===== src/rtl/decode_pkg.sv =====
//==============================================================================
// Module      : decode_pkg
// Description : Shared definitions for the RV32I decode / ID-EX boundary:
//               control-word field positions, hazard controller state
//               encoding, branch_sel encodings and a register-compare helper.
// Revision    : 1.0 - initial release
//==============================================================================
`default_nettype none

package decode_pkg;

    // Control-word layout (26 bits)
    localparam int unsigned c_CW_W         = 26;
    localparam int unsigned c_CW_DADDR_MSB = 25;
    localparam int unsigned c_CW_DADDR_LSB = 21;
    localparam int unsigned c_CW_BSEL_MSB  = 20;
    localparam int unsigned c_CW_BSEL_LSB  = 16;
    localparam int unsigned c_CW_ASEL_MSB  = 15;
    localparam int unsigned c_CW_ASEL_LSB  = 11;
    localparam int unsigned c_CW_FUNC_MSB  = 10;
    localparam int unsigned c_CW_FUNC_LSB  = 7;
    localparam int unsigned c_CW_WE_BIT    = 6;
    localparam int unsigned c_CW_SPC_BIT   = 5;
    localparam int unsigned c_CW_LOAD_BIT  = 4;
    localparam int unsigned c_CW_IMM_BIT   = 3;
    localparam int unsigned c_CW_MW_MSB    = 2;
    localparam int unsigned c_CW_MW_LSB    = 0;

    localparam int unsigned c_REG_W  = 5;
    localparam int unsigned c_BSEL_W = 3;

    // Hazard controller states
    typedef enum logic [1:0] {
        RUN   = 2'd0,
        STALL = 2'd1,
        FLUSH = 2'd2
    } hz_state_t;

    // branch_sel encodings
    localparam logic [c_BSEL_W-1:0] c_BR_NONE = 3'b000;
    localparam logic [c_BSEL_W-1:0] c_BR_BEQ  = 3'b010;
    localparam logic [c_BSEL_W-1:0] c_BR_BNE  = 3'b011;
    localparam logic [c_BSEL_W-1:0] c_BR_BLT  = 3'b100;
    localparam logic [c_BSEL_W-1:0] c_BR_BGE  = 3'b101;
    localparam logic [c_BSEL_W-1:0] c_BR_JAL  = 3'b110;
    localparam logic [c_BSEL_W-1:0] c_BR_JALR = 3'b111;

    // x0 is hard-wired zero, so it never carries a dependency.
    function automatic logic src_match(input logic [c_REG_W-1:0] src,
                                       input logic [c_REG_W-1:0] dst);
        return (src != '0) && (src == dst);
    endfunction

endpackage

`default_nettype wire


===== src/rtl/rv32i_hazard_detect.sv =====
//==============================================================================
// Module      : rv32i_hazard_detect
// Description : Combinational read-after-write compare of the ID source fields
//               against the producers in EX and MEM.
//               Macro ID_EX_FORWARDING_EN: when defined only a load in EX
//               stalls (ALU results forwarded); otherwise any writing
//               producer in EX or MEM stalls.
// Ports       : i_id_valid, i_id_rs1, i_id_rs2  - consumer sources
//               i_ex_we, i_ex_load, i_ex_d_addr - EX producer fields
//               i_mem_we, i_mem_load, i_mem_d_addr - MEM producer fields
//               o_hazard - dependency requires a bubble
// Revision    : 1.0 - initial release
//==============================================================================
`default_nettype none

module rv32i_hazard_detect
    import decode_pkg::*;
(
    input  logic               i_id_valid,
    input  logic [c_REG_W-1:0] i_id_rs1,
    input  logic [c_REG_W-1:0] i_id_rs2,
    input  logic               i_ex_we,
    input  logic               i_ex_load,
    input  logic [c_REG_W-1:0] i_ex_d_addr,
    input  logic               i_mem_we,
    input  logic               i_mem_load,
    input  logic [c_REG_W-1:0] i_mem_d_addr,
    output logic               o_hazard
);

    logic w_ex_hit;
    logic w_mem_hit;

    // Both sources are compared for every instruction, whether or not the
    // opcode actually reads them.
    assign w_ex_hit  = i_ex_we  && (src_match(i_id_rs1, i_ex_d_addr)  ||
                                    src_match(i_id_rs2, i_ex_d_addr));
    assign w_mem_hit = i_mem_we && (src_match(i_id_rs1, i_mem_d_addr) ||
                                    src_match(i_id_rs2, i_mem_d_addr));

`ifdef ID_EX_FORWARDING_EN
    // ALU results are forwarded; only load data is late by one cycle.
    assign o_hazard = i_id_valid && w_ex_hit && i_ex_load;

    logic w_unused_fwd;
    assign w_unused_fwd = ^{w_mem_hit, i_mem_load};
`else
    // WB writes before ID reads, so EX and MEM are the only conflicts.
    assign o_hazard = i_id_valid && (w_ex_hit || w_mem_hit);

    logic w_unused_nofwd;
    assign w_unused_nofwd = ^{i_ex_load, i_mem_load};
`endif

endmodule

`default_nettype wire


===== src/rtl/id_ex_hazard_ctrl.sv =====
//==============================================================================
// Module      : id_ex_hazard_ctrl
// Description : ID/EX pipeline register with RAW hazard bubbles, branch flush
//               and execute back-pressure. Drives the decoder's buble input
//               and the fetch hold.
//               Macro ID_EX_FORWARDING_EN selects the forwarding hazard rules.
// Ports       : clk, reset (async, active-high)
//               id_rs1/id_rs2/id_valid - raw sources from IF/ID
//               id_control_word/id_branch_sel - decoder outputs
//               ex_ready, flush - execute-side controls
//               buble, stall_if - combinational pipeline controls
//               ex_valid/ex_control_word/ex_branch_sel - ID/EX register
// Revision    : 1.0 - initial release
//==============================================================================
`default_nettype none

module id_ex_hazard_ctrl
    import decode_pkg::*;
#(
    parameter int unsigned FLUSH_DEPTH = 1
)(
    input  logic                clk,
    input  logic                reset,
    input  logic [c_REG_W-1:0]  id_rs1,
    input  logic [c_REG_W-1:0]  id_rs2,
    input  logic                id_valid,
    input  logic [c_CW_W-1:0]   id_control_word,
    input  logic [c_BSEL_W-1:0] id_branch_sel,
    input  logic                ex_ready,
    input  logic                flush,
    output logic                buble,
    output logic                stall_if,
    output logic                ex_valid,
    output logic [c_CW_W-1:0]   ex_control_word,
    output logic [c_BSEL_W-1:0] ex_branch_sel
);

    localparam int unsigned c_CNT_W = (FLUSH_DEPTH > 0) ? $clog2(FLUSH_DEPTH + 1) : 1;
    localparam logic [c_CNT_W-1:0] c_CNT_LOAD = c_CNT_W'(FLUSH_DEPTH);
    localparam logic [c_CNT_W-1:0] c_CNT_ONE  = c_CNT_W'(1);

    hz_state_t            r_state;
    logic [c_CNT_W-1:0]   r_flush_cnt;
    logic                 r_ex_valid;
    logic [c_CW_W-1:0]    r_ex_cw;
    logic [c_BSEL_W-1:0]  r_ex_bsel;
    logic                 r_mem_we;
    logic                 r_mem_load;
    logic [c_REG_W-1:0]   r_mem_d_addr;

    logic                 w_hazard;
    logic                 w_flushing;
    logic                 w_freeze;
    logic                 w_hz_bubble;
    logic [c_CW_W-1:0]    w_id_cw;
    logic [c_BSEL_W-1:0]  w_id_bsel;

    rv32i_hazard_detect u_hazard_detect (
        .i_id_valid   (id_valid),
        .i_id_rs1     (id_rs1),
        .i_id_rs2     (id_rs2),
        .i_ex_we      (r_ex_cw[c_CW_WE_BIT]),
        .i_ex_load    (r_ex_cw[c_CW_LOAD_BIT]),
        .i_ex_d_addr  (r_ex_cw[c_CW_DADDR_MSB:c_CW_DADDR_LSB]),
        .i_mem_we     (r_mem_we),
        .i_mem_load   (r_mem_load),
        .i_mem_d_addr (r_mem_d_addr),
        .o_hazard     (w_hazard)
    );

    // Priority: flush (incl. countdown) > ex_ready freeze > hazard > advance.
    assign w_flushing  = flush || (r_state == FLUSH);
    assign w_freeze    = !w_flushing && !ex_ready;
    assign w_hz_bubble = !w_flushing && ex_ready && w_hazard;

    assign buble    = w_flushing || w_hz_bubble;
    assign stall_if = w_freeze || w_hz_bubble;

    // A bubble is zero regardless of what the decoder presents.
    assign w_id_cw   = buble ? '0 : id_control_word;
    assign w_id_bsel = buble ? '0 : id_branch_sel;

    always_ff @(posedge clk or posedge reset) begin
        if (reset) begin
            r_state      <= RUN;
            r_flush_cnt  <= '0;
            r_ex_valid   <= 1'b0;
            r_ex_cw      <= '0;
            r_ex_bsel    <= '0;
            r_mem_we     <= 1'b0;
            r_mem_load   <= 1'b0;
            r_mem_d_addr <= '0;
        end else begin
            // A new flush always (re)loads the countdown, even mid-countdown.
            if (flush) begin
                r_state     <= (FLUSH_DEPTH > 0) ? FLUSH : RUN;
                r_flush_cnt <= c_CNT_LOAD;
            end else if (r_state == FLUSH) begin
                r_flush_cnt <= r_flush_cnt - c_CNT_ONE;
                if (r_flush_cnt <= c_CNT_ONE) begin
                    r_state <= RUN;
                end
            end else if (!ex_ready) begin
                r_state <= STALL;
            end else begin
                r_state <= RUN;
            end

            if (!w_freeze) begin
                r_ex_valid <= id_valid && !buble;
                r_ex_cw    <= w_id_cw;
                r_ex_bsel  <= w_id_bsel;
            end

            // MEM shadow follows EX only when EX hands its contents on.
            if (ex_ready) begin
                r_mem_we     <= r_ex_cw[c_CW_WE_BIT];
                r_mem_load   <= r_ex_cw[c_CW_LOAD_BIT];
                r_mem_d_addr <= r_ex_cw[c_CW_DADDR_MSB:c_CW_DADDR_LSB];
            end
        end
    end

    assign ex_valid        = r_ex_valid;
    assign ex_control_word = r_ex_cw;
    assign ex_branch_sel   = r_ex_bsel;

endmodule

`default_nettype wire


===== config.mk =====
export PLATFORM = sky130hd
export DESIGN_NAME = id_ex_hazard_ctrl
export DESIGN_NICKNAME = d
export VERILOG_FILES = /design/src/rtl/decode_pkg.sv /design/src/rtl/rv32i_hazard_detect.sv /design/src/rtl/id_ex_hazard_ctrl.sv
export SDC_FILE = /design/constraint.sdc
export NUM_CORES = 1
export LEC_CHECK = 0
export ABC_AREA = 1
export CAP_MARGIN = 30
export CORE_MARGIN = 10
export CORE_UTILIZATION = 36
export DETAILED_ROUTE_END_ITERATION = 8
export PLACE_DENSITY = 0.78
export SYNTH_ARGS = -nofsm -noshare
export SYNTH_HDL_FRONTEND = slang
export SYNTH_SLANG_ARGS = --single-unit

===== constraint.sdc =====
create_clock -name clk -period 3.3 [get_ports clk]
set_input_delay 0.495 -clock clk [delete_from_list [all_inputs] [get_ports clk]]
set_output_delay 0.495 -clock clk [all_outputs]
set_load 0.01 [all_outputs]

==> flow_summary.json, run 1 <==
{
  "worst_pin_slew_ps": 501,
  "drtPass1Iterations": 4,
  "power.leakage_nw": 1.43,
  "instances_no_fill": 387,
  "htreeDepth": 2,
  "power_density_nw_per_um2": 351,
  "post_cts_buffers": 0,
  "syn_area_per_cell_um2": 8.06,
  "max_cap_violations": 0,
  "clk_latency_ps": 290,
  "hold_buffers": 0,
  "worst_clock_skew_ps": 8.81,
  "die_h_um": 93.6,
  "ys_seq_area_share_pct": 48.8,
  "clk_pin_slew_ps": 70,
  "yosys_warnings": 0,
  "via_count": 1767,
  "crit_path_start": "id_rs2[2]",
  "cpMaxStageDelayCell": "clkdlybuf4s50_1",
  "swShare_pct": 25.9,
  "grt_overflow": 0,
  "row_count": 26,
  "cts-root-buf": "clkbuf_8",
  "start_util_pct": 37.7,
  "gp_congestion": 0.896,
  "hp-class": "reg -> reg",
  "p_int_mw": 0.732,
  "clock-sinks": 38,
  "port_buffers": 75,
  "setup_tns_ps": 0,
  "clkPwrFrac_pct": 30.9,
  "path_class": "in -> out",
  "crit_path_frequent_cell": "nand2_1",
  "core_um2": 5170,
  "drc_errors": 0,
  "place_hpwl_um": 3910,
  "wl_um": 5410,
  "cp_data_arrival_time_ps": 2320,
  "diodes": 0,
  "dr.first_iter.drc_count": 60,
  "power_switching_mw": 0.256,
  "placed_cells": 380,
  "grt_max_degree": 39,
  "cts_tree": "built",
  "area_delta_synth_final_pct": 44.2,
  "drtAntennaViolNets": 0,
  "path_delay_family": "buffers and inverters",
  "power_frac_seq_pct": 50.6,
  "antenna_found_initial": 0,
  "critPathMaxStageDelay_ps": 560,
  "fin_crit_sh_pct": 85.2,
  "ys_types": 19,
  "required_ps": 2800,
  "end_kind": "output port",
  "hold_start": "ex_control_word[13]",
  "die_w_um": 93.6,
  "nFillCells": 460,
  "nets": 361,
  "setup_viol_count_final": 0,
  "wl_per_cell_um": 14.0,
  "fin_crit_ps": 2810,
  "hold_viol": 0,
  "grt_pass1_vias": 1776,
  "cts-buffers-inserted": 5,
  "critPathMaxFanout": 4,
  "via_per_inst": 4.57,
  "grt.total_usage_pct": 12.6,
  "cts.repair.resized": 0,
  "cp_num_buf_inv": 3,
  "rsz0062_at_grt": "no",
  "synth_area_um2": 1950,
  "grt_pass1_wl_um": 8830,
  "ys_seq_elements": 38,
  "max_slew_margin_pct": 66.6,
  "synth_nets": 286,
  "reg2reg_from": "ex_control_word[25]",
  "slew_viol_final": 0,
  "p_comb_share_pct": 18.5,
  "ioPinCount": 76,
  "drive_gt1_share_pct": 7.57,
  "clockBufferDepth": 2,
  "peakVddDrop_mv": 0.200,
  "startpoint_type": "input pin",
  "max_freq_mhz": 356,
  "die_area_um2": 8760,
  "path_cells": "clkdlybuf4s50_1 > nor2_1 > nand3_1 > inv_1 > nor2_1 > nand2_1 > nand2_1 > nand2_1 > nand2_2 > nand2_4 > o21ai_0 > clkdlybuf4s50_1",
  "status": "finished clean",
  "synthCells": 242
}
==> cells by family (layout without fill, tap and decap cells) <==
logic type / count (synthesis) / after routing / synth area share (%)
flip-flops: 38 / 38 / 48.8
buffers and inverters: 32 / 107 / 8.66
XOR/XNOR: 14 / 14 / 6.29
AO/OA/AOI/OAI: 6 / 6 / 1.54
AND/OR/NAND/NOR: 152 / 152 / 34.7
==> power by group through the flow <==
stage | clock, mW | combinational (mW) | sequential [mW]
after floorplan | 0 | 0.0711 | 0.513
after global placement | 0 | 0.183 | 0.508
after detailed placement | 0 | 0.185 | 0.509
after CTS | 0.316 | 0.186 | 0.500
after global routing | 0.334 | 0.202 | 0.502
final | 0.305 | 0.183 | 0.500
==> metal layers <==
metal,track usage (%),part of all wire [%],up-vias
li1,-,-,883
met4,3.04,0.63,0
met2,21.1,49,48
met3,5.52,7.9,6
met5,0,0,-
met1,14.4,42,830
==> worst min-delay path, stage by stage (launching register included) <==
cell	delay (ps)
dfrtp_1	350
nand2_1	50
nand2_1	50
==> metrics by stage <==
step	util, %	setup WS, ps	hold WS (ps)	area (µm²)	power, mW
floorplan	-	1480	442	1950	0.584
global placement	52.9	514	461	2730	0.691
detailed placement	52.9	482	463	2730	0.694
CTS	54.3	479	483	2810	1.00
global route	54.3	327	510	2810	1.04
finish	54.3	488	481	2810	0.987
==> flip-flops by register name (all words and copies together), names as in the netlist <==
signal,flops
ex_control_word,26
r_mem_d_addr,5
ex_branch_sel,3
r_state,2
ex_valid,1
r_mem_we,1
==> path summary, 6_finish.rpt <==
path	endpoint	depth (start not counted)	slack, ps
hold / removal	ex_control_word[13]	2	480
setup / recovery	stall_if	12	490
hold reg to reg	ex_control_word[13]	2	480
min in group asynchronous	ex_control_word[3]	3	650
max in group asynchronous	ex_branch_sel[0]	3	2300
setup reg to reg	ex_control_word[21]	11	1630
==> cell type report <==
type | instances | area [µm²] | share of cell area, %
Clock buffer | 7 | 76.3 | 2.72
Inverter | 20 | 75.1 | 2.67
Multi-Input combinational cell | 172 | 832 | 29.6
Sequential cell | 38 | 951 | 33.8
Tap cell | 70 | 87.6 | 3.12
Timing Repair Buffer | 80 | 788 | 28.0
==> synth_stat cells (all sizes together) <==
library cell	number	area share (%)
xor2	6	2.7
inv	20	3.9
nand3b	1	0.39
nor2	14	2.8
buf	9	4.2
a21oi	1	0.26
nand2	105	21
o21ai	5	1.3
xnor2	8	3.6
nand3	32	11
dfrtp	38	49
clkbuf	3	0.58
==> placed cells by master (no fill, tap or decap) <==
cell type,netlist,routed
xor2_1,6,6
xnor2_1,8,8
nand2_1,103,103
nand3_1,22,22
nand2_4,1,1
inv_1,20,20
o21ai_0,5,5
clkbuf_1,3,2
clkdlybuf4s50_1,0,75
nor2_1,13,12
buf_4,4,5
dfrtp_1,38,38
nand2_2,1,1
nor2_2,1,2
a21oi_1,1,1
clkbuf_8,0,5
nand3b_1,1,1
nand3_2,10,10
(Power assumes the default switching activity.)
==> run 2, diff against run 1 <==
- ABC_AREA: 1 -> default
- CORE_ASPECT_RATIO: default -> 1.1
- PLACE_DENSITY: 0.78 -> 0.81
==> run 2 against run 1 <==
Effect of this change: global-route usage shrank 1.4 points; area after synthesis down 14%; critical path depth is 4 lower; clock skew down 2.8 ps; first-iteration DRC count down 63%; largest power group unchanged.
==> flow_summary.json, run 2 <==
{
  "grt_pass1_vias": 1459,
  "layout_setup_ws_ps": 446,
  "clock-sinks": 38,
  "grt_util_met1_pct": 12.7,
  "cpMaxStageDelayCell": "or4_1",
  "gp_congestion": 0.830,
  "critPathMaxStageDelay_ps": 530,
  "wl_um": 4420,
  "via_per_inst": 5.03,
  "startpoint_type": "input pin",
  "ys_types": 21,
  "end_kind": "output port",
  "rsz0062_at_grt": "no",
  "yosys_warnings": 0,
  "max_freq_mhz": 350,
  "yosys-top-cells-area": "dfrtp_1 (57%), a22o_1 (15%), xnor2_1 (7.3%)",
  "hold_buffers": 0,
  "row_count": 25,
  "cts-buffers-inserted": 5,
  "clockBufferDepth": 2,
  "drive_gt1_share_pct": 9.52,
  "die_area_um2": 7780,
  "synth-main-ff-cell": "dfrtp_1",
  "drc_errors": 0,
  "cts-root-buf": "clkbuf_8",
  "diodes": 0,
  "layout_common_cells": "clkdlybuf4s50_1 (73), dfrtp_1 (38), a22o_1 (29), xnor2_1 (14)",
  "setup_tns_ps": 0,
  "place_hpwl_um": 3500,
  "wl_per_cell_um": 16.8,
  "synth_area_um2": 1670,
  "crit_path_frequent_cell": "or4_1",
  "post_cts_buffers": 0,
  "async_reset_ff_share_pct": 100,
  "place_ws_ps": 50.9,
  "hold_viol": 0,
  "globalRouteMet2Util_pct": 17.9,
  "area_delta_synth_final_pct": 53.7,
  "mostFrequentLayoutCell": "clkdlybuf4s50_1",
  "cts_tree": "built",
  "synth_common_cells": "dfrtp_1 (38), a22o_1 (29), xnor2_1 (14), mux2_2 (6), xor2_1 (6)",
  "power_density_nw_per_um2": 372,
  "port_buffers": 75,
  "power.leakage_nw": 1.14,
  "ys_seq_elements": 38,
  "ys_seq_area_share_pct": 56.8,
  "fin_crit_ps": 2850,
  "die_h_um": 91.5,
  "core_um2": 4410,
  "max_slew_margin_pct": 51.0,
  "path_delay_family": "simple AND/OR/NAND/NOR gates",
  "required_ps": 2800,
  "synth_edf_count": 0,
  "grtUsageMet3_pct": 5.81,
  "grt_max_degree": 32,
  "cp_data_arrival_time_ps": 2360,
  "critPathMaxFanout": 3,
  "syn_area_per_cell_um2": 12.7,
  "drtAntennaViolNets": 0,
  "grt_pass1_wl_um": 7300,
  "synth_top_area_share_pct": 56.8,
  "die_w_um": 85.0,
  "antenna_found_initial": 0,
  "path_class": "in -> out",
  "clk_latency_ps": 280,
  "htreeDepth": 2,
  "synthMostInstantiatedCell": "dfrtp_1",
  "ioPinCount": 76,
  "nets": 254,
  "fin_crit_sh_pct": 86.5,
  "grt_overflow": 0,
  "synth_nets": 176,
  "path_cells": "clkdlybuf4s50_1 > or4_1 > nor2_1 > or4_1 > o31ai_1 > a31oi_1 > o21ai_0 > dlymetal6s2s_1",
  "via_count": 1329,
  "clk_pin_slew_ps": 70,
  "whs_ps": 499,
  "synthCells": 132,
  "hp-class": "reg -> reg",
  "drtPass1Iterations": 3,
  "grt.total_usage_pct": 11.2,
  "cts.repair.resized": 0,
  "max_cap_violations": 0,
  "worst_pin_slew_ps": 734,
  "dr.first_iter.drc_count": 22,
  "peakVddDrop_mv": 0.249,
  "status": "finished clean",
  "start_util_pct": 38.0,
  "synth_largest_area_cell": "dfrtp_1",
  "worst_clock_skew_ps": 6.02,
  "slew_viol_final": 0,
  "setup_viol_count_final": 0,
  "cp_num_buf_inv": 2,
  "largest_reg_flops": 26,
  "gr-max-usage-layer": "met2"
}
[run 2: area by class of cell]
| type | count | area [µm²] |
|---|---|---|
| repair buffers | 80 | 793 |
| flip-flops and latches | 38 | 951 |
| clock inverters | 2 | 10.0 |
| clock buffers | 5 | 68.8 |
| well taps | 54 | 67.6 |
| fillers | 385 | 1840 |
| multi-input cells | 82 | 672 |
| inverters | 3 | 11.3 |
[run 2: through the flow]
stage               util (%)  cells  power (mW)  instance area (µm²)
floorplan                  -    132       0.579                 1670
detailed placement      56.5    257       0.686                 2490
finish                  58.4    264       0.958                 2570
CTS                     58.2    264       0.975                 2570
global route            58.4    264        1.01                 2570
global placement        56.5    257       0.683                 2490
[run 2: power breakdown]
part	switching [mW]	leakage [nW]	internal, mW
combinational	0.0660	0.585	0.105
clock	0.143	0.0438	0.141
sequential	0.0167	0.516	0.485
[run 2: worst paths after layout]
path,depth (start not counted),slack [ps],startpoint,endpoint
max,8,450,id_rs1[0],buble
min,1,500,ex_valid,ex_valid
max reg2reg,8,1150,ex_control_word[21],ex_branch_sel[0]
min reg2reg,1,500,ex_valid,ex_valid
max in group asynchronous,3,1940,reset,ex_control_word[18]
min in group asynchronous,2,640,reset,ex_control_word[3]
[run 2: logic make-up (layout without fill, tap and decap cells)]
logic type      Yosys count  after routing  synth area share [%]
compound gates           39             39                  19.5
flops                    38             38                  56.8
xor+xnor                 20             20                  10.5
simple gates             17             17                  5.31
buf+inv                  12             90                  3.89
mux                       6              6                  4.04
[run 2: worst reg2reg max path: cells and delay by family (launching register included)]
family	cells	cell delay, ps
buffers and inverters	2	450
DFF	1	450
xor gates and xnor gates	1	190
AOI/OAI and AO/OA	3	440
and+or+nand+nor	2	500
[run 2: routing by layer]
metal	share of wire, %	vias up
met5	0	-
met4	1.2	0
met3	9.4	7
met2	49	45
met1	40	638
li1	-	639
==> run 3, diff against run 2 <==
- SKIP_LAST_GASP: default -> 1
==> results of run 3 <==
The final DEF is identical to that of run 2; final timing and power are the same.
